--- config.mk ---
export PLATFORM = sky130hd
export DESIGN_NAME = seg_scan_driver
export DESIGN_NICKNAME = d
export VERILOG_FILES = /design/src/rtl/seg_scan_driver.sv
export SDC_FILE = /design/constraint.sdc
export NUM_CORES = 1
export LEC_CHECK = 0
export BUFFER_PORTS_ARGS = -buffer_cell sky130_fd_sc_hd__buf_2
export CORE_UTILIZATION = 61
export CTS_BUF_LIST = sky130_fd_sc_hd__clkbuf_2 sky130_fd_sc_hd__clkbuf_4 sky130_fd_sc_hd__clkbuf_8
export CTS_CLUSTER_SIZE = 8
export DETAILED_ROUTE_END_ITERATION = 10
export PLACE_DENSITY = 0.92
export REMOVE_ABC_BUFFERS = 1
export SLEW_MARGIN = 20
export SYNTH_ARGS = -nofsm -noshare
export SYNTH_HDL_FRONTEND = slang
export SYNTH_SLANG_ARGS = --single-unit
--- constraint.sdc ---
create_clock -name CLK -period 6.1 [get_ports CLK]
set_clock_uncertainty 0.2 [all_clocks]
set_input_delay 0.915 -clock CLK [delete_from_list [all_inputs] [get_ports CLK]]
set_output_delay 0.915 -clock CLK [all_outputs]
set_load 0.02 [all_outputs]
--- src/rtl/seg_scan_driver.sv ---
// Time-multiplexed 4-digit 7-segment driver for two BCD countdown pairs.
// Optional blink of near-expired pairs (00-03) is enabled by defining BLINK_EN.
module seg_scan_driver #(
    parameter int unsigned SCAN_DIV  = 4,
    parameter int unsigned BLINK_DIV = 8
) (
    input  logic       CLK,
    input  logic       R,
    input  logic [3:0] nOut11,
    input  logic [3:0] nOut12,
    input  logic [3:0] nOut21,
    input  logic [3:0] nOut22,
    output logic [6:0] SEG,
    output logic [3:0] AN,
    output logic       FRAME
);

    localparam int unsigned CNT_W = (SCAN_DIV > 2) ? $clog2(SCAN_DIV) : 1;
    localparam logic [CNT_W-1:0] CNT_LAST = CNT_W'(SCAN_DIV - 1);
    localparam logic [6:0] SEG_BLANK = 7'b0000000;
    localparam logic [6:0] SEG_DASH  = 7'b0000001;

    if (SCAN_DIV < 2) begin : g_bad_scan_div
        $error("seg_scan_driver: SCAN_DIV must be at least 2");
    end
    if (BLINK_DIV < 1) begin : g_bad_blink_div
        $error("seg_scan_driver: BLINK_DIV must be at least 1");
    end

    typedef enum logic {
        S_LOAD,
        S_SCAN
    } state_t;

    state_t            state_q, state_d;
    logic [CNT_W-1:0]  cnt_q, cnt_d;
    logic [1:0]        idx_q, idx_d;
    logic [3:0][3:0]   snap_q, snap_d;
    logic [6:0]        seg_q, seg_d;
    logic [3:0]        an_q, an_d;
    logic              frame_q, frame_d;
    logic [3:0]        digit_c;
    logic [6:0]        digit_seg_c;
    logic              blink_blank_c;

`ifdef BLINK_EN
    localparam int unsigned BLK_W = (BLINK_DIV > 2) ? $clog2(BLINK_DIV) : 1;
    localparam logic [BLK_W-1:0] BLK_LAST = BLK_W'(BLINK_DIV - 1);

    logic [BLK_W-1:0]  blink_cnt_q, blink_cnt_d;
    logic              blink_phase_q, blink_phase_d;
    logic [3:0]        pair_tens_c, pair_units_c;
`endif

    function automatic logic [6:0] bcd_to_seg(input logic [3:0] code);
        logic [6:0] s;
        case (code)
            4'd0:    s = 7'b1111110;
            4'd1:    s = 7'b0110000;
            4'd2:    s = 7'b1101101;
            4'd3:    s = 7'b1111001;
            4'd4:    s = 7'b0110011;
            4'd5:    s = 7'b1011011;
            4'd6:    s = 7'b1011111;
            4'd7:    s = 7'b1110000;
            4'd8:    s = 7'b1111111;
            4'd9:    s = 7'b1111011;
            default: s = SEG_DASH;
        endcase
        return s;
    endfunction

    // Segment pattern for the digit currently selected by idx, from snapshots only
    always_comb begin
        digit_c = snap_q[idx_q];
`ifdef BLINK_EN
        pair_tens_c   = snap_q[{idx_q[1], 1'b0}];
        pair_units_c  = snap_q[{idx_q[1], 1'b1}];
        blink_blank_c = blink_phase_q && (pair_tens_c == 4'd0) && (pair_units_c <= 4'd3);
`else
        blink_blank_c = 1'b0;
`endif
        if (blink_blank_c) begin
            digit_seg_c = SEG_BLANK;
        end else if (!idx_q[0] && (digit_c == 4'd0)) begin
            digit_seg_c = SEG_BLANK;
        end else begin
            digit_seg_c = bcd_to_seg(digit_c);
        end
    end

    // Next-state and registered-output logic
    always_comb begin
        state_d = state_q;
        cnt_d   = cnt_q;
        idx_d   = idx_q;
        snap_d  = snap_q;
        seg_d   = seg_q;
        an_d    = an_q;
        frame_d = 1'b0;
`ifdef BLINK_EN
        blink_cnt_d   = blink_cnt_q;
        blink_phase_d = blink_phase_q;
`endif
        case (state_q)
            S_LOAD: begin
                snap_d  = {nOut22, nOut21, nOut12, nOut11};
                frame_d = 1'b1;
                idx_d   = 2'd0;
                cnt_d   = '0;
                state_d = S_SCAN;
            end
            S_SCAN: begin
                an_d  = 4'(4'b0001 << idx_q);
                seg_d = digit_seg_c;
                if (cnt_q == CNT_LAST) begin
                    cnt_d = '0;
                    idx_d = idx_q + 2'd1;
                    if (idx_q == 2'd3) begin
                        snap_d  = {nOut22, nOut21, nOut12, nOut11};
                        frame_d = 1'b1;
`ifdef BLINK_EN
                        if (blink_cnt_q == BLK_LAST) begin
                            blink_cnt_d   = '0;
                            blink_phase_d = ~blink_phase_q;
                        end else begin
                            blink_cnt_d = blink_cnt_q + BLK_W'(1);
                        end
`endif
                    end
                end else begin
                    cnt_d = cnt_q + CNT_W'(1);
                end
            end
            default: state_d = S_LOAD;
        endcase
    end

    always_ff @(posedge CLK or posedge R) begin
        if (R) begin
            state_q <= S_LOAD;
            cnt_q   <= '0;
            idx_q   <= '0;
            snap_q  <= '0;
            seg_q   <= SEG_BLANK;
            an_q    <= '0;
            frame_q <= 1'b0;
        end else begin
            state_q <= state_d;
            cnt_q   <= cnt_d;
            idx_q   <= idx_d;
            snap_q  <= snap_d;
            seg_q   <= seg_d;
            an_q    <= an_d;
            frame_q <= frame_d;
        end
    end

`ifdef BLINK_EN
    always_ff @(posedge CLK or posedge R) begin
        if (R) begin
            blink_cnt_q   <= '0;
            blink_phase_q <= 1'b0;
        end else begin
            blink_cnt_q   <= blink_cnt_d;
            blink_phase_q <= blink_phase_d;
        end
    end
`endif

    assign SEG   = seg_q;
    assign AN    = an_q;
    assign FRAME = frame_q;

endmodule

==> summary.md <==
| Metric | Value |
|---|---|
| Reg2Reg Capture Point | SEG[5]$_DFFE_PP0P_ |
| IO Count | 30 |
| Vias in the first global route | 966 |
| Cell with the most instances after synthesis | dfrtp_1 |
| Share of layout cells above drive strength 1 | 41.1% |
| Clock tree buffer depth | 2 |
| Initial antenna violation count | 0 |
| CP arrival | 2.52 ns |
| Max_slew headroom | 58.8% |
| Final wirelength | 2.48 mm |
| Synth top cells by count | 33 x dfrtp_1, 20 x mux2_2, 11 x ha_1, 9 x inv_1, 8 x nor2_1 |
| Fmax | 391 MHz |
| Clk slew on worst S/H paths | 0.09 ns |
| Leakage power | 0.883 nW |
| Origin of the worst min-delay path | cnt_q[0]$_DFF_PP0_ |
| Layout Cells excl Fill | 181 |
| FF-to-FF setup slack | 3.54 ns |
| FFs w/ async S/R, synth | 100% |
| 1st-pass router iterations | 4 |
| Avg Cell Area, Syn | 13.5 um2 |
| Crit-path max cell delay | 0.68 ns |
| DRC errors left | 0 |
| CP Data Required Time | 6.06 ns |
| Yosys Warn Count | 0 |
| Max-slew violations | 0 |
| Post-Place Worst Slack | 3.56 ns |
| Starting density of the core | 64.2% |
| Post-synth EDFFs | 0 |
| Type of origin of the critical path | register |
| First-pass GRT wire length | 4.26 mm |
| Tot Pwr | 534 uW |
| Hold WC Path Type | register to register |
| RSZ-0062 raised after global routing | false |
| Gate Count Post-Synth | 117 |
| Largest delay contributor family on the critical path | multiplexers |
| Primary FF master, synth | dfrtp_1 |
| Row count | 18 |
| Util after Layout | 74.7% |
| Final HPWL DP | 1.86 mm |
| Area of the die | 0.00279 mm2 |
| Max-cap check violation count | 0 |
| WS Path Type | register to register |
| Fin worst setup slack | 3.54 ns |
| GP Congestion | 0.961 |
| Post-CTS Setup Inserts | 0 |
| Sequential-to-total area share from yosys stat | 52.4% |
| PostCTS Resize Cnt | 0 |
| ANT nets after route | 0 |
| CP max stage cell | mux4_1 |
| CTS Sinks | 33 |
| Core Area | 0.00245 mm2 |
| Die H | 52.8 um |
| Layout area overhead | 16.4% |
| Hold buffers post-CTS | 0 |
| Outcome | finished clean |
| Cells along the critical path | mux4_1, inv_1, ha_1, nand2b_1, nor3_1, o21a_2, a311oi_2 |
| Worst R2R Path Depth | 7 |
| P per Cell Area | 291 mW/mm2 |
| Worst-margin pin slew | 0.618 ns |
| Synth Cell Area | 0.00158 mm2 |
| Hold Vio Cnt, Final | 0 |
| Die X-Extent | 52.8 um |
| DR vias/cell | 5.34 |
| Fin nets | 179 |
| Largest net degree at the start of global routing | 34 |
| Area leader, netlist | dfrtp_1 |
| CTS tree | built |
| Root Buffer Master | clkbuf_4 |
| H-tree levels | 2 |
| Min cycle time layout | 2.56 ns |
| Clk_lat worst skew | 0.32 ns |
| CTS Buf Count | 5 |
| Buf/Inv on CP | 1 |
| Post-synth cell types | 30 |
| Final setup vio count | 0 |
| I/O Buffers | 29 |
| Ratio of final minimum period to clock period | 42.0% |
| 1st-iter DRT viols | 4 |
| Worst IR drop on VDD | 0.233 mV |
| Ant diodes | 0 |
| GRT Total Usage | 22.4% |
| #FFs+latches synth | 33 |
| Setup TNS Final | 0 ns |
| Drt wl/cell | 13.7 um |
| Total grt overflow | 0 |
| DR vias | 967 |
| Worst flop-to-flop path startpoint | idx_q[0]$_DFFE_PP0P_ |
| Hold Path Depth | 1 |
| Placed cells | 173 |
| Hold EP | cnt_q[0]$_DFF_PP0_ |
| Endpoint class of the critical path | register |
| Top cells by area, synth | dfrtp_1 52%, mux2_2 14%, ha_1 8.7% |
| Top-area cell type share of the netlist area | 52.4% |
| CP Max Fanout | 9 |
==> cells in the final DEF (no fill, tap or decap), types with 2 or more instances in the layout <==
cell,instances
dfrtp_1,33
buf_2,29
mux2_2,20
ha_1,11
inv_1,9
nor2_1,8
clkbuf_4,6
mux4_1,3
nand2b_1,3
a211oi_1,2
mux2i_1,2
a21oi_1,2
o22ai_1,2
and2_1,2
buf_4,2
==> worst max path at each step <==
stage,slack (ns),from,cells past startpoint,end
CTS,3.52,idx_q[0]$_DFFE_PP0P_,7,SEG[5]$_DFFE_PP0P_
global placement,3.74,idx_q[0]$_DFFE_PP0P_,7,SEG[5]$_DFFE_PP0P_
detailed placement,3.56,idx_q[0]$_DFFE_PP0P_,7,SEG[5]$_DFFE_PP0P_
finish,3.54,idx_q[0]$_DFFE_PP0P_,7,SEG[5]$_DFFE_PP0P_
floorplan,3.82,state_q$_DFF_PP0_,2,snap_q[0]$_DFFE_PP0P_
global route,3.35,idx_q[0]$_DFFE_PP0P_,7,SEG[5]$_DFFE_PP0P_
==> worst register-to-register path, stage by stage, from the launching register on <==
cell and delay, ns:
dfrtp_1 0.58, mux4_1 0.68, inv_1 0.14, ha_1 0.18, nand2b_1 0.07, nor3_1 0.26
o21a_2 0.23, a311oi_2 0.06
==> flip-flops by register name, summed over array words and instances, names as in the netlist <==
register,cells
SEG,7
cnt_q,2
idx_q,2
state_q,1
FRAME,1
AN,4
snap_q,16
==> per-stage QoR <==
stage,cell area [um2],hold slack [ns]
after global placement,1740,0.223
final,1830,0.243
after detailed placement,1740,0.236
after floorplan,1550,0.214
after CTS,1830,0.249
after global routing,1830,0.263
==> where the power goes <==
| part | switching, mW | total [mW] | internal, mW | leakage, nW |
|---|---|---|---|---|
| clock | 0.0695 | 0.172 | 0.102 | 0.0489 |
| combinational | 0.0560 | 0.103 | 0.0473 | 0.440 |
| sequential | 0.0152 | 0.259 | 0.244 | 0.394 |
| total | 0.141 | 0.534 | 0.393 | 0.883 |
==> logic make-up (layout without fill, tap and decap cells) <==
family / count (synthesis) / after routing / share of synthesized area (%)
flops: 33 / 33 / 52.4
mux: 26 / 26 / 22.0
simple gates: 18 / 18 / 5.80
buf+inv: 14 / 48 / 3.97
compound gates: 13 / 13 / 6.27
fa+ha+maj: 11 / 11 / 8.74
other cells: 1 / 1 / 0.238
xor+xnor: 1 / 1 / 0.556
==> layout make-up <==
cell class	count	area, um2
clock buffer	7	58.8
clock inverter	1	30.0
fill	167	622
inverter	9	33.8
multi-input combinational	70	687
sequential	33	826
tap	30	37.5
timing repair buffer	31	160
==> routing by layer <==
| metal | part of all wire, % | wire [um] | up-vias | track usage, % |
|---|---|---|---|---|
| met2 | 53 | 1320 | 23 | 36.7 |
| met5 | 0 | 0 | - | 0 |
| li1 | - | - | 477 | - |
| met3 | 3.8 | 95 | 2 | 6.96 |
| met1 | 43 | 1060 | 465 | 26.5 |
| met4 | 0.40 | 10 | 0 | 10.5 |
No activity file was read; power rests on OpenSTA's default activity.
